File: src/rtl/wb_port_arbiter_pkg.sv
// wb_port_arbiter_pkg: shared constants and types for the register-file write-port arbiter
package wb_port_arbiter_pkg;
    localparam int DATA_W = 32;
    localparam int ADDR_W = 5;
    localparam logic [4:0] REG_ZERO = 5'd0;
    localparam int REQ_ALU = 0;
    localparam int REQ_MEM = 1;
    typedef enum logic {EMPTY, FULL} out_state_e;
endpackage

File: src/rtl/mux2way32b.sv
// mux2way32b: 2-way 32-bit data select
module mux2way32b (
    input  logic [31:0] in0_i,
    input  logic [31:0] in1_i,
    input  logic        sel_i,
    output logic [31:0] out_o
);
    assign out_o = sel_i ? in1_i : in0_i;
endmodule

File: src/rtl/wb_port_arbiter.sv
// wb_port_arbiter: round-robin sharing of the register-file write port between ALU and load results
module wb_port_arbiter #(
    parameter int DATA_W = 32,
    parameter int ADDR_W = 5,
    parameter int CNT_W  = 16
) (
    input  logic              clk,
    input  logic              rst_n,
    input  logic              req0_valid,
    input  logic [ADDR_W-1:0] req0_addr,
    input  logic [DATA_W-1:0] req0_data,
    output logic              req0_ready,
    input  logic              req1_valid,
    input  logic [ADDR_W-1:0] req1_addr,
    input  logic [DATA_W-1:0] req1_data,
    output logic              req1_ready,
    output logic              wr_en,
    output logic [ADDR_W-1:0] wr_addr,
    output logic [DATA_W-1:0] wr_data,
    input  logic              wr_ready,
    output logic [1:0]        grant,
    output logic [CNT_W-1:0]  conflict_cnt
);
    import wb_port_arbiter_pkg::*;

    out_state_e        state_q, state_d;
    logic              ptr_q, ptr_d;
    logic [ADDR_W-1:0] addr_q, addr_d;
    logic [DATA_W-1:0] data_q, data_d;
    logic [CNT_W-1:0]  cnt_q, cnt_d;
    logic              both, out_free, accept, load;
    logic [ADDR_W-1:0] sel_addr;
    logic [DATA_W-1:0] sel_data;

    assign both       = req0_valid & req1_valid;
    assign grant      = both ? (ptr_q ? 2'b10 : 2'b01) : {req1_valid, req0_valid};
    assign out_free   = (state_q == EMPTY) | wr_ready;
    assign req0_ready = grant[REQ_ALU] & out_free;
    assign req1_ready = grant[REQ_MEM] & out_free;
    assign accept     = (req0_valid & req0_ready) | (req1_valid & req1_ready);
    assign sel_addr   = grant[REQ_MEM] ? req1_addr : req0_addr;
    assign load       = accept & (sel_addr != ADDR_W'(REG_ZERO));

    mux2way32b u_mux (
        .in0_i (req0_data),
        .in1_i (req1_data),
        .sel_i (grant[REQ_MEM]),
        .out_o (sel_data)
    );

    // Output-stage next state, pointer handoff to the loser, saturating contention count
    always_comb begin
        state_d = state_q;
        ptr_d   = ptr_q;
        addr_d  = addr_q;
        data_d  = data_q;
        cnt_d   = cnt_q;
        if (load) begin
            state_d = FULL;
            addr_d  = sel_addr;
            data_d  = sel_data;
        end else if (state_q == FULL && wr_ready) begin
            state_d = EMPTY;
        end
        if (accept && both) ptr_d = grant[REQ_ALU];
        if (both && !(&cnt_q)) cnt_d = cnt_q + CNT_W'(1);
    end

    // State registers; reset drops any pending write immediately
    always_ff @(posedge clk or negedge rst_n) begin
        if (!rst_n) begin
            state_q <= EMPTY;
            ptr_q   <= 1'b0;
            addr_q  <= '0;
            data_q  <= '0;
            cnt_q   <= '0;
        end else begin
            state_q <= state_d;
            ptr_q   <= ptr_d;
            addr_q  <= addr_d;
            data_q  <= data_d;
            cnt_q   <= cnt_d;
        end
    end

    assign wr_en        = (state_q == FULL);
    assign wr_addr      = addr_q;
    assign wr_data      = data_q;
    assign conflict_cnt = cnt_q;
endmodule

File: config.mk
export PLATFORM = sky130hd
export DESIGN_NAME = wb_port_arbiter
export DESIGN_NICKNAME = d
export VERILOG_FILES = /design/src/rtl/wb_port_arbiter_pkg.sv /design/src/rtl/mux2way32b.sv /design/src/rtl/wb_port_arbiter.sv
export SDC_FILE = /design/constraint.sdc
export NUM_CORES = 1
export LEC_CHECK = 0
export BUFFER_PORTS_ARGS = -buffer_cell sky130_fd_sc_hd__buf_4
export CAP_MARGIN = 25
export CORE_MARGIN = 2
export CORE_UTILIZATION = 38
export DETAILED_ROUTE_END_ITERATION = 12
export PLACE_DENSITY = 0.67
export SLEW_MARGIN = 20
export SYNTH_ARGS = -nofsm -noshare
export SYNTH_HDL_FRONTEND = slang
export SYNTH_SLANG_ARGS = --single-unit
File: constraint.sdc
create_clock -name clk -period 4.29 [get_ports clk]
set_input_delay 0.858 -clock clk [delete_from_list [all_inputs] [get_ports clk]]
set_output_delay 0.858 -clock clk [all_outputs]
set_load 0.02 [all_outputs]
==> reports/qor.yml, run 1 <==
status: "finished clean"
cts.sinks: 55
slowest_delay_ns: 0.40
totalPowerFinal_mw: 1.91
critical_path_required_ns: 3.43
fin_skew_ns: 0.00568
die-area_um2: 8410
synth_edf_count: 0
grt_pass1_vias: 2489
hp-class: "reg2reg"
cts_tree: "built"
layout-area-overhead-vs-synth_pct: 40.1
drtPass1Iterations: 4
end_kind: "output pin"
path_clk_slew_ns: 0.10
top_layer_used: "met4"
reg2reg_slack_ns: 1.98
numCtsBuffers: 5
critical_path_class: "in2out"
worst_path_max_delay_cell: "buf_4"
port_buffers: 136
power_density_nw_per_um2: 466
grt-ovfl-total: 0
routed_wl_um: 7190
cts-htree-levels: 2
ant_nets: 0
syn_avg_cell_area_um2: 10.2
yosys.area.top_type: "dfrtp_1"
track_usage_pct: 17.4
drive_gt1_share_pct: 44.9
synth.net_count: 368
max_freq_ghz: 0.369
wl_per_cell_um: 13.8
fin_nets: 501
ys_top_cells_by_area: "dfrtp_1 (47%), mux2_4 (14%), nand2_1 (14%)"
place_congestion: 0.754
fill_cells: 676
drt-initial-drc-count: 69
crit_buf_inv: 3
wl_met1_um: 3280
max_cap_violations: 0
diodes: 0
slew_violations: 0
rsz0062_at_grt: "no"
clk_latency_ns: 0.30
netlist_area_um2: 2920
r2r_end: "wr_data[11]"
hp-start: "ptr_q"
period_minus_slack_ns: 2.71
ctsLongestPathBuffers: 2
start_kind: "input port"
fin_util_pct: 55.6
cp_max_fo: 38
cp_top_family: "buffers and inverters"
fin_crit_sh_pct: 63.1
place_hpwl_um: 5180
netlist_top_cells_count: "nand2_1 (107), dfrtp_1 (55), mux2_4 (28)"
drc_errors: 0
leakagePower_nw: 2.18
io_pins: 137
reg2reg_depth: 6
routed_via_density: 4.73
syn_inst: 288
hold_buffers: 0
grt_max_degree: 56
vias: 2460
path_cells: "buf_4 > nand2b_1 > nand2_2 > buf_4 > nor2_1 > buf_4"
synth_top_flop_cell: "dfrtp_1"
slew_headroom_pct: 53.2
post_cts.repair.setup_buffers: 0
tightest_slew_ns: 0.703
rows: 31
start_util_pct: 39.7
setup_tns_ns: 0
finalHoldViolCount: 0
crit_top_cell: "buf_4"
wl_met3_um: 531
ys_types: 40
min_to: "ptr_q"
cp.arrival_ns: 1.85
worst_r2r_startpoint: "ptr_q"
synth_top_area_share_pct: 47.1
worst_hold_path.num_cells: 1
die_h_um: 91.7
coreArea_um2: 7370
die_w_um: 91.7
cts_resized: 0
irDropWorstVdd_mv: 0.305
setup_viol: 0
yosys.cell_count.top_type: "nand2_1"
grt_pass1_wl_um: 12000
synth-seq-cells: 55
root_buffer: "clkbuf_8"
wl_met2_um: 3290
synthArstFlopShare_pct: 100
grt_antenna_before_repair: 0
yosysSeqAreaShare_pct: 47.1
synth_warnings: 0
## registers in the layout, indices dropped and copies added (netlist names)
| register | count |
|---|---|
| conflict_cnt | 16 |
| wr_en | 1 |
| ptr_q | 1 |
| wr_data | 32 |
| wr_addr | 5 |
## metal layers
layer | up-vias | GRT usage [%]
met1 | 1149 | 23.1
met4 | 0 | 4.23
met3 | 8 | 4.77
met5 | - | 0
li1 | 1216 | -
met2 | 87 | 28.3
## worst max path at each step
stage | to | cells past startpoint | from
floorplan | req0_ready | 2 | req0_valid
global placement | wr_data[11] | 6 | req0_valid
detailed placement | wr_data[11] | 5 | req0_addr[3]
CTS | wr_data[11] | 5 | req0_addr[3]
global route | req1_ready | 6 | req0_valid
finish | req1_ready | 6 | req0_valid
## final cells by class
type	instances	area (um^2)	area share, %
multi-input combinational	218	1430	34.9
tap	99	124	3.02
inverter	3	13.8	0.336
sequential	55	1380	33.6
clock buffer	5	68.8	1.68
clock inverter	2	37.5	0.916
timing repair buffer	138	1050	25.6
## worst register-to-register path, delay by kind of cell (launching register included)
family	cells	cell delay (ns)
flip-flops	1	0.42
multiplexers	2	0.75
AO/OA/AOI/OAI	1	0.45
AND/OR/NAND/NOR	2	0.32
buffers and inverters	1	0.26
## layout by cell type, fill, tap and decap left out, drive strengths merged, types with 2 or more instances in the layout
cell type,Yosys,routed
xnor2,8,8
and3,2,2
nor3,6,6
buf,7,138
inv,3,3
nor4,2,2
dfrtp,55,55
mux2,35,35
nand3,8,8
nand2,108,108
mux2i,5,5
o21ai,6,6
o31ai,2,2
nand4,3,3
nor2,10,10
a21oi,4,4
xor2,6,6
clkbuf,5,5
## logic make-up (layout without fill, tap and decap cells)
| family | after synthesis | after routing | share of synthesized area (%) |
|---|---|---|---|
| compound gates | 18 | 18 | 4.07 |
| xor+xnor | 14 | 14 | 4.19 |
| fa+ha+maj | 1 | 1 | 0.428 |
| buf+inv | 15 | 148 | 4.15 |
| flops | 55 | 55 | 47.1 |
| mux | 40 | 40 | 18.8 |
| simple gates | 145 | 145 | 21.3 |
## per-stage QoR
stage	hold slack [ns]	instances	worst slack [ns]	cell area [um^2]
finish	0.506	520	1.58	4100
global route	0.516	520	1.51	4100
floorplan	0.450	288	1.70	2920
CTS	0.501	519	1.54	4080
global placement	0.476	512	1.23	3970
detailed placement	0.477	512	1.21	3970
## power breakdown
part	leakage, nW	internal (mW)	switching, mW
clock	0.0502	0.171	0.167
combinational	1.45	0.405	0.412
sequential	0.678	0.650	0.104
total	2.18	1.23	0.683
Note: power is estimated with default switching activity, not from simulation.
==> run 2: changes to the inputs <==
--- a/config.mk
+++ b/config.mk
@@ -10,7 +10,7 @@
 export CORE_MARGIN = 2
 export CORE_UTILIZATION = 38
 export DETAILED_ROUTE_END_ITERATION = 12
-export PLACE_DENSITY = 0.67
+export PLACE_DENSITY = 0.7
 export SLEW_MARGIN = 20
 export SYNTH_ARGS = -nofsm -noshare
 export SYNTH_HDL_FRONTEND = slang
==> constraint.sdc (replaced) <==
create_clock -name clk -period 2.3 [get_ports clk]
set_input_delay 0.46 -clock clk [delete_from_list [all_inputs] [get_ports clk]]
set_output_delay 0.46 -clock clk [all_outputs]
set_load 0.02 [all_outputs]
==> reports/qor.yml, run 2 (synthesis gave the netlist of run 1 again) <==
drtPass1Iterations: 4  # unchanged
cts.sinks: 55  # unchanged
io_pins: 137  # unchanged
die_h_um: 91.7  # unchanged
use_met3_pct: 3.45  # -1.3 points
cts-htree-levels: 2  # unchanged
drc_errors: 0  # unchanged
track_usage_pct: 17.1  # -0.29 points
grt_use_met2_pct: 29.8  # +1.5 points
grt-busiest-layer: "met2"
grt-ovfl-total: 0  # unchanged
routed_via_density: 4.70  # -0.72%
power_density_nw_per_um2: 863  # +85%
largest_register_ffs: 32  # unchanged
slew_violations: 0  # unchanged
diodes: 0  # unchanged
setup_viol: 0  # unchanged
fin_crit_sh_pct: 89.1
rsz0062_at_grt: "no"
reg2reg_depth: 6  # unchanged
cp_max_fo: 36  # -5.3%
final_cell_mix: "buf_4 (141), nand2_1 (107), dfrtp_1 (55)"
place_congestion: 0.812  # +7.7%
irDropWorstVdd_mv: 0.684  # +120%
fin_skew_ns: 0.00624  # +0.000557 ns
root_buffer: "clkbuf_8"
path_clk_slew_ns: 0.10  # about the same
die_w_um: 91.7  # unchanged
critical_path_required_ns: 1.84  # -1.59 ns
start_kind: "flop"
grt_pass1_wl_um: 11800  # -1.7%
clk_latency_ns: 0.30  # about the same
grt_max_degree: 56  # unchanged
critical_path_class: "reg2out"
stdcell_count: 524  # +0.77%
rows: 31  # unchanged
post_cts.repair.setup_buffers: 0  # unchanged
port_buffers: 136  # unchanged
use_met1_pct: 22.0  # -1.1 points
status: "finished clean"
ant_nets: 0  # unchanged
start_util_pct: 39.7  # unchanged
die-area_um2: 8410  # unchanged
place_hpwl_um: 5350  # +3.3%
leakagePower_nw: 2.20  # +0.93%
routed_wl_um: 7140  # -0.72%
hp-class: "in2async"
numCtsBuffers: 5  # unchanged
setup_tns_ns: 0  # unchanged
cp.arrival_ns: 1.59  # -0.26 ns
end_kind: "output pin"
cts_tree: "built"
max_freq_ghz: 0.488
ctsLongestPathBuffers: 2  # unchanged
drt-initial-drc-count: 65  # -5.8%
fin_nets: 505  # +0.80%
vias: 2461  # +0.041%
max_cap_violations: 0  # unchanged
layout-area-overhead-vs-synth_pct: 41.0
coreArea_um2: 7370  # unchanged
slew_headroom_pct: 53.4  # +0.27 points
cts_resized: 0  # unchanged
finalHoldViolCount: 0  # unchanged
grt_antenna_before_repair: 0  # unchanged
tightest_slew_ns: 0.699  # -0.00398 ns
period_minus_slack_ns: 2.05
drive_gt1_share_pct: 45.2  # +0.28 points
grt_pass1_vias: 2445  # -1.8%
wl_per_cell_um: 13.6  # -1.5%
layout_commonest_cell: "buf_4"
hold_buffers: 0  # unchanged
place_inst: 517  # +0.98%
[run 2: critical path, stage by stage, from the launching register on]
cell      delay [ns]
dfrtp_1         0.39
nand2b_1        0.15
nand2_2         0.12
inv_4           0.07
buf_4           0.34
buf_4           0.22
[run 2: through the flow]
| stage | setup slack, ns | instance area [um^2] | hold WS [ns] | total power [mW] | util [%] |
|---|---|---|---|---|---|
| after floorplan | 0.376 | 2920 | 0.164 | 2.31 | - |
| after global placement | 0.167 | 4020 | 0.479 | 2.95 | 54.6 |
| after detailed placement | 0.127 | 4020 | 0.479 | 2.98 | 54.6 |
| after CTS | 0.221 | 4120 | 0.224 | 3.61 | 55.9 |
| after global routing | 0.117 | 4120 | 0.257 | 3.78 | 55.9 |
| final | 0.250 | 4120 | 0.187 | 3.56 | 55.9 |
[run 2: worst paths after layout]
path / from / endpoint / slack [ns]
max in group asynchronous: rst_n / wr_data[1] / 1.63
min in group clk: req1_data[3] / wr_data[3] / 0.47
worst max register to register: ptr_q / wr_data[8] / 0.36
worst min register to register: ptr_q / ptr_q / 0.49
worst max-delay path: ptr_q / grant[1] / 0.25
worst min-delay path: rst_n / wr_data[29] / 0.19
[run 2: metal layers]
| layer | vias up | share of wire [%] |
|---|---|---|
| met5 | - | 0 |
| met4 | 0 | 0.94 |
| met3 | 8 | 5.8 |
| met2 | 90 | 48 |
| met1 | 1133 | 45 |
| li1 | 1230 | - |
[run 2: area by class of cell]
| class | instances | area [um^2] |
|---|---|---|
| Timing Repair Buffer | 142 | 1080 |
| Inverter | 3 | 13.8 |
| Clock inverter | 1 | 30.0 |
| Fill cell | 665 | 3250 |
| Sequential cell | 55 | 1380 |
| Tap cell | 99 | 124 |
| Clock buffer | 6 | 72.6 |
| Multi-Input combinational cell | 218 | 1430 |
[run 2: report_power, final]
part           leakage [nW]  internal [mW]  switching, mW  total (mW)
clock                0.0513          0.320          0.293       0.613
combinational          1.47          0.768          0.771        1.54
sequential            0.678           1.21          0.196        1.41
total                  2.20           2.30           1.26        3.56
==> run 3: changes to the inputs <==
--- a/config.mk
+++ b/config.mk
@@ -5,12 +5,13 @@
 export SDC_FILE = /design/constraint.sdc
 export NUM_CORES = 1
 export LEC_CHECK = 0
+export ABC_AREA = 1
 export BUFFER_PORTS_ARGS = -buffer_cell sky130_fd_sc_hd__buf_4
 export CAP_MARGIN = 25
 export CORE_MARGIN = 2
 export CORE_UTILIZATION = 38
 export DETAILED_ROUTE_END_ITERATION = 12
-export PLACE_DENSITY = 0.7
+export PLACE_DENSITY = 0.69
 export SLEW_MARGIN = 20
 export SYNTH_ARGS = -nofsm -noshare
 export SYNTH_HDL_FRONTEND = slang
==> reports/qor.yml, run 3 <==
ctsLongestPathBuffers: 2  # unchanged
reg2reg_slack_ns: 0.25  # -0.11 ns
reg2reg_depth: 10  # +4
cts.sinks: 55  # unchanged
drtPass1Iterations: 4  # unchanged
grt_max_degree: 56  # unchanged
syn_avg_cell_area_um2: 7.03  # -31%
grt_pass1_wl_um: 13700  # +16%
fin_crit_sh_pct: 92.0  # +2.9 points
track_usage_pct: 19.2  # +2.1 points
rows: 32  # +3.2%
worst_slack_ns: 0.183  # -0.0671 ns
worst_r2r_startpoint: "ptr_q"
cp_max_fo: 33  # -8.3%
ys_top_cells_by_area: "dfrtp_1 (45%), nand2_1 (28%), nand3_1 (9.0%)"
fin_nets: 644  # +28%
place_hpwl_um: 6230  # +16%
ys_types: 25  # -38%
final_cell_mix: "nand2_1 (225), buf_4 (143), nand3_1 (55), dfrtp_1 (55), inv_1 (24)"
coreArea_um2: 7770  # +5.4%
power_density_nw_per_um2: 809  # -6.3%
layout_commonest_cell: "nand2_1"
cts-htree-levels: 2  # unchanged
finalHoldViolCount: 0  # unchanged
diodes: 0  # unchanged
synthArstFlopShare_pct: 100  # unchanged
fin_skew_ns: 0.00820  # +0.00196 ns
end_kind: "output pin"
stdcell_count: 667  # +27%
syn_inst: 435  # +51%
critical_path_class: "reg2out"
yosys.cell_count.top_type: "nand2_1"
largest_register_ffs: 32  # unchanged
drt-initial-drc-count: 106  # +63%
tightest_slew_ns: 0.698  # -0.00102 ns
setup_viol: 0  # unchanged
port_buffers: 136  # unchanged
r2r_end: "wr_data[6]"
critical_path_required_ns: 1.84  # about the same
start_kind: "flop"
totalPowerFinal_mw: 3.43  # -3.5%
synth_edf_count: 0  # unchanged
leakagePower_nw: 2.46  # +11%
wl_per_cell_um: 12.2  # -10%
post_cts.repair.setup_buffers: 0  # unchanged
cts_tree: "built"
place_congestion: 0.835  # +2.8%
hp-class: "in2async"
die_w_um: 93.7  # +2.2%
irDropWorstVdd_mv: 0.312  # -54%
netlist_top_cells_count: "nand2_1 (226), dfrtp_1 (55), nand3_1 (55)"
numCtsBuffers: 5  # unchanged
vias: 3122  # +27%
synth_warnings: 0  # unchanged
slew_headroom_pct: 53.5  # +0.068 points
root_buffer: "clkbuf_8"
rsz0062_at_grt: "no"
grt_antenna_before_repair: 0  # unchanged
drive_gt1_share_pct: 28.8  # -16 points
ant_nets: 0  # unchanged
grt_pass1_vias: 3049  # +25%
synth_top_flop_cell: "dfrtp_1"
synth.net_count: 515  # +40%
path_clk_slew_ns: 0.10  # about the same
place_ws_ns: 0.113  # -0.0139 ns
die-area_um2: 8780  # +4.4%
drc_errors: 0  # unchanged
slew_violations: 0  # unchanged
layout-area-overhead-vs-synth_pct: 38.8
routed_via_density: 4.68  # -0.34%
max_freq_ghz: 0.472  # -3.2%
grt-ovfl-total: 0  # unchanged
yosysSeqAreaShare_pct: 45.0  # -2.1 points
place_inst: 659  # +27%
start_util_pct: 39.4  # -0.31 points
routed_wl_um: 8170  # +14%
synth-seq-cells: 55  # unchanged
final_cell_area_um2: 4250  # +3.0%
netlist_area_um2: 3060  # +4.6%
die_h_um: 93.7  # +2.2%
period_minus_slack_ns: 2.12  # +0.0671 ns
placed_area_um2: 4140  # +2.9%
status: "finished clean"
yosys.area.top_type: "dfrtp_1"
cp.arrival_ns: 1.66  # +0.07 ns
setup_tns_ns: 0  # unchanged
io_pins: 137  # unchanged
max_cap_violations: 0  # unchanged
synth_top_area_share_pct: 45.0  # -2.1 points
clk_latency_ns: 0.30  # about the same
fill_cells: 799  # +20%
[run 3: timing repair]
action / 4_1_cts / 5_1_grt
setup endpoints to repair: 0 / 11
gates resized for setup: 0 / 2
hold buffers: 0 / 0
[run 3: worst max-delay path by stage]
stage,from,end,cells after the start
after floorplan,req0_valid,wr_addr[0],9
after global placement,req0_valid,wr_data[24],10
after detailed placement,req0_valid,wr_data[1],10
after CTS,ptr_q,grant[1],6
after global routing,ptr_q,wr_data[3],10
final,ptr_q,grant[1],6
[run 3: cell families after synthesis]
logic type                 after synthesis  synth area share, %
buffers and inverters                   49                 7.61
and+or+nand+nor                        306                 40.8
AOI/OAI and AO/OA                       11                 2.45
adders and majority gates                1                0.409
DFF                                     55                 45.0
xor gates and xnor gates                13                 3.72
[run 3: metrics by stage]
step / util [%] / hold slack [ns]
global placement: 53.2 / 0.456
detailed placement: 53.2 / 0.460
global route: 54.7 / 0.236
finish: 54.7 / 0.187
floorplan: - / 0.164
CTS: 54.6 / 0.220
[run 3: cell type report]
| class | instances | area (um^2) | area share, % |
|---|---|---|---|
| clock buffer | 7 | 96.3 | 2.27 |
| clock inverter | 1 | 7.51 | 0.177 |
| inverter | 27 | 101 | 2.39 |
| multi-input combinational | 331 | 1450 | 34.2 |
| sequential | 55 | 1380 | 32.4 |
| tap | 102 | 128 | 3.01 |
| timing repair buffer | 144 | 1080 | 25.6 |
[run 3: critical path, cell delays in order, from the launching register on]
cell and delay, ns:
dfrtp_1 0.41, inv_2 0.05, nand2_2 0.10, nand2_2 0.23, inv_2 0.13, buf_6 0.24
buf_4 0.19
[run 3: power by group]
group,internal [mW],leakage [nW],switching (mW),total [mW]
combinational,0.612,1.72,0.833,1.45
clock,0.275,0.0505,0.315,0.590
sequential,1.21,0.687,0.189,1.40
[run 3: routing by layer]
layer  up-vias  wire, um  global-route usage (%)  part of all wire [%]
met5         -         0                       0                     0
met4         0        55                    4.23                  0.67
met3         4       571                    5.30                   7.0
met2        88      4140                    34.1                    51
met1      1429      3400                    23.2                    42
li1       1601         -                       -                     -
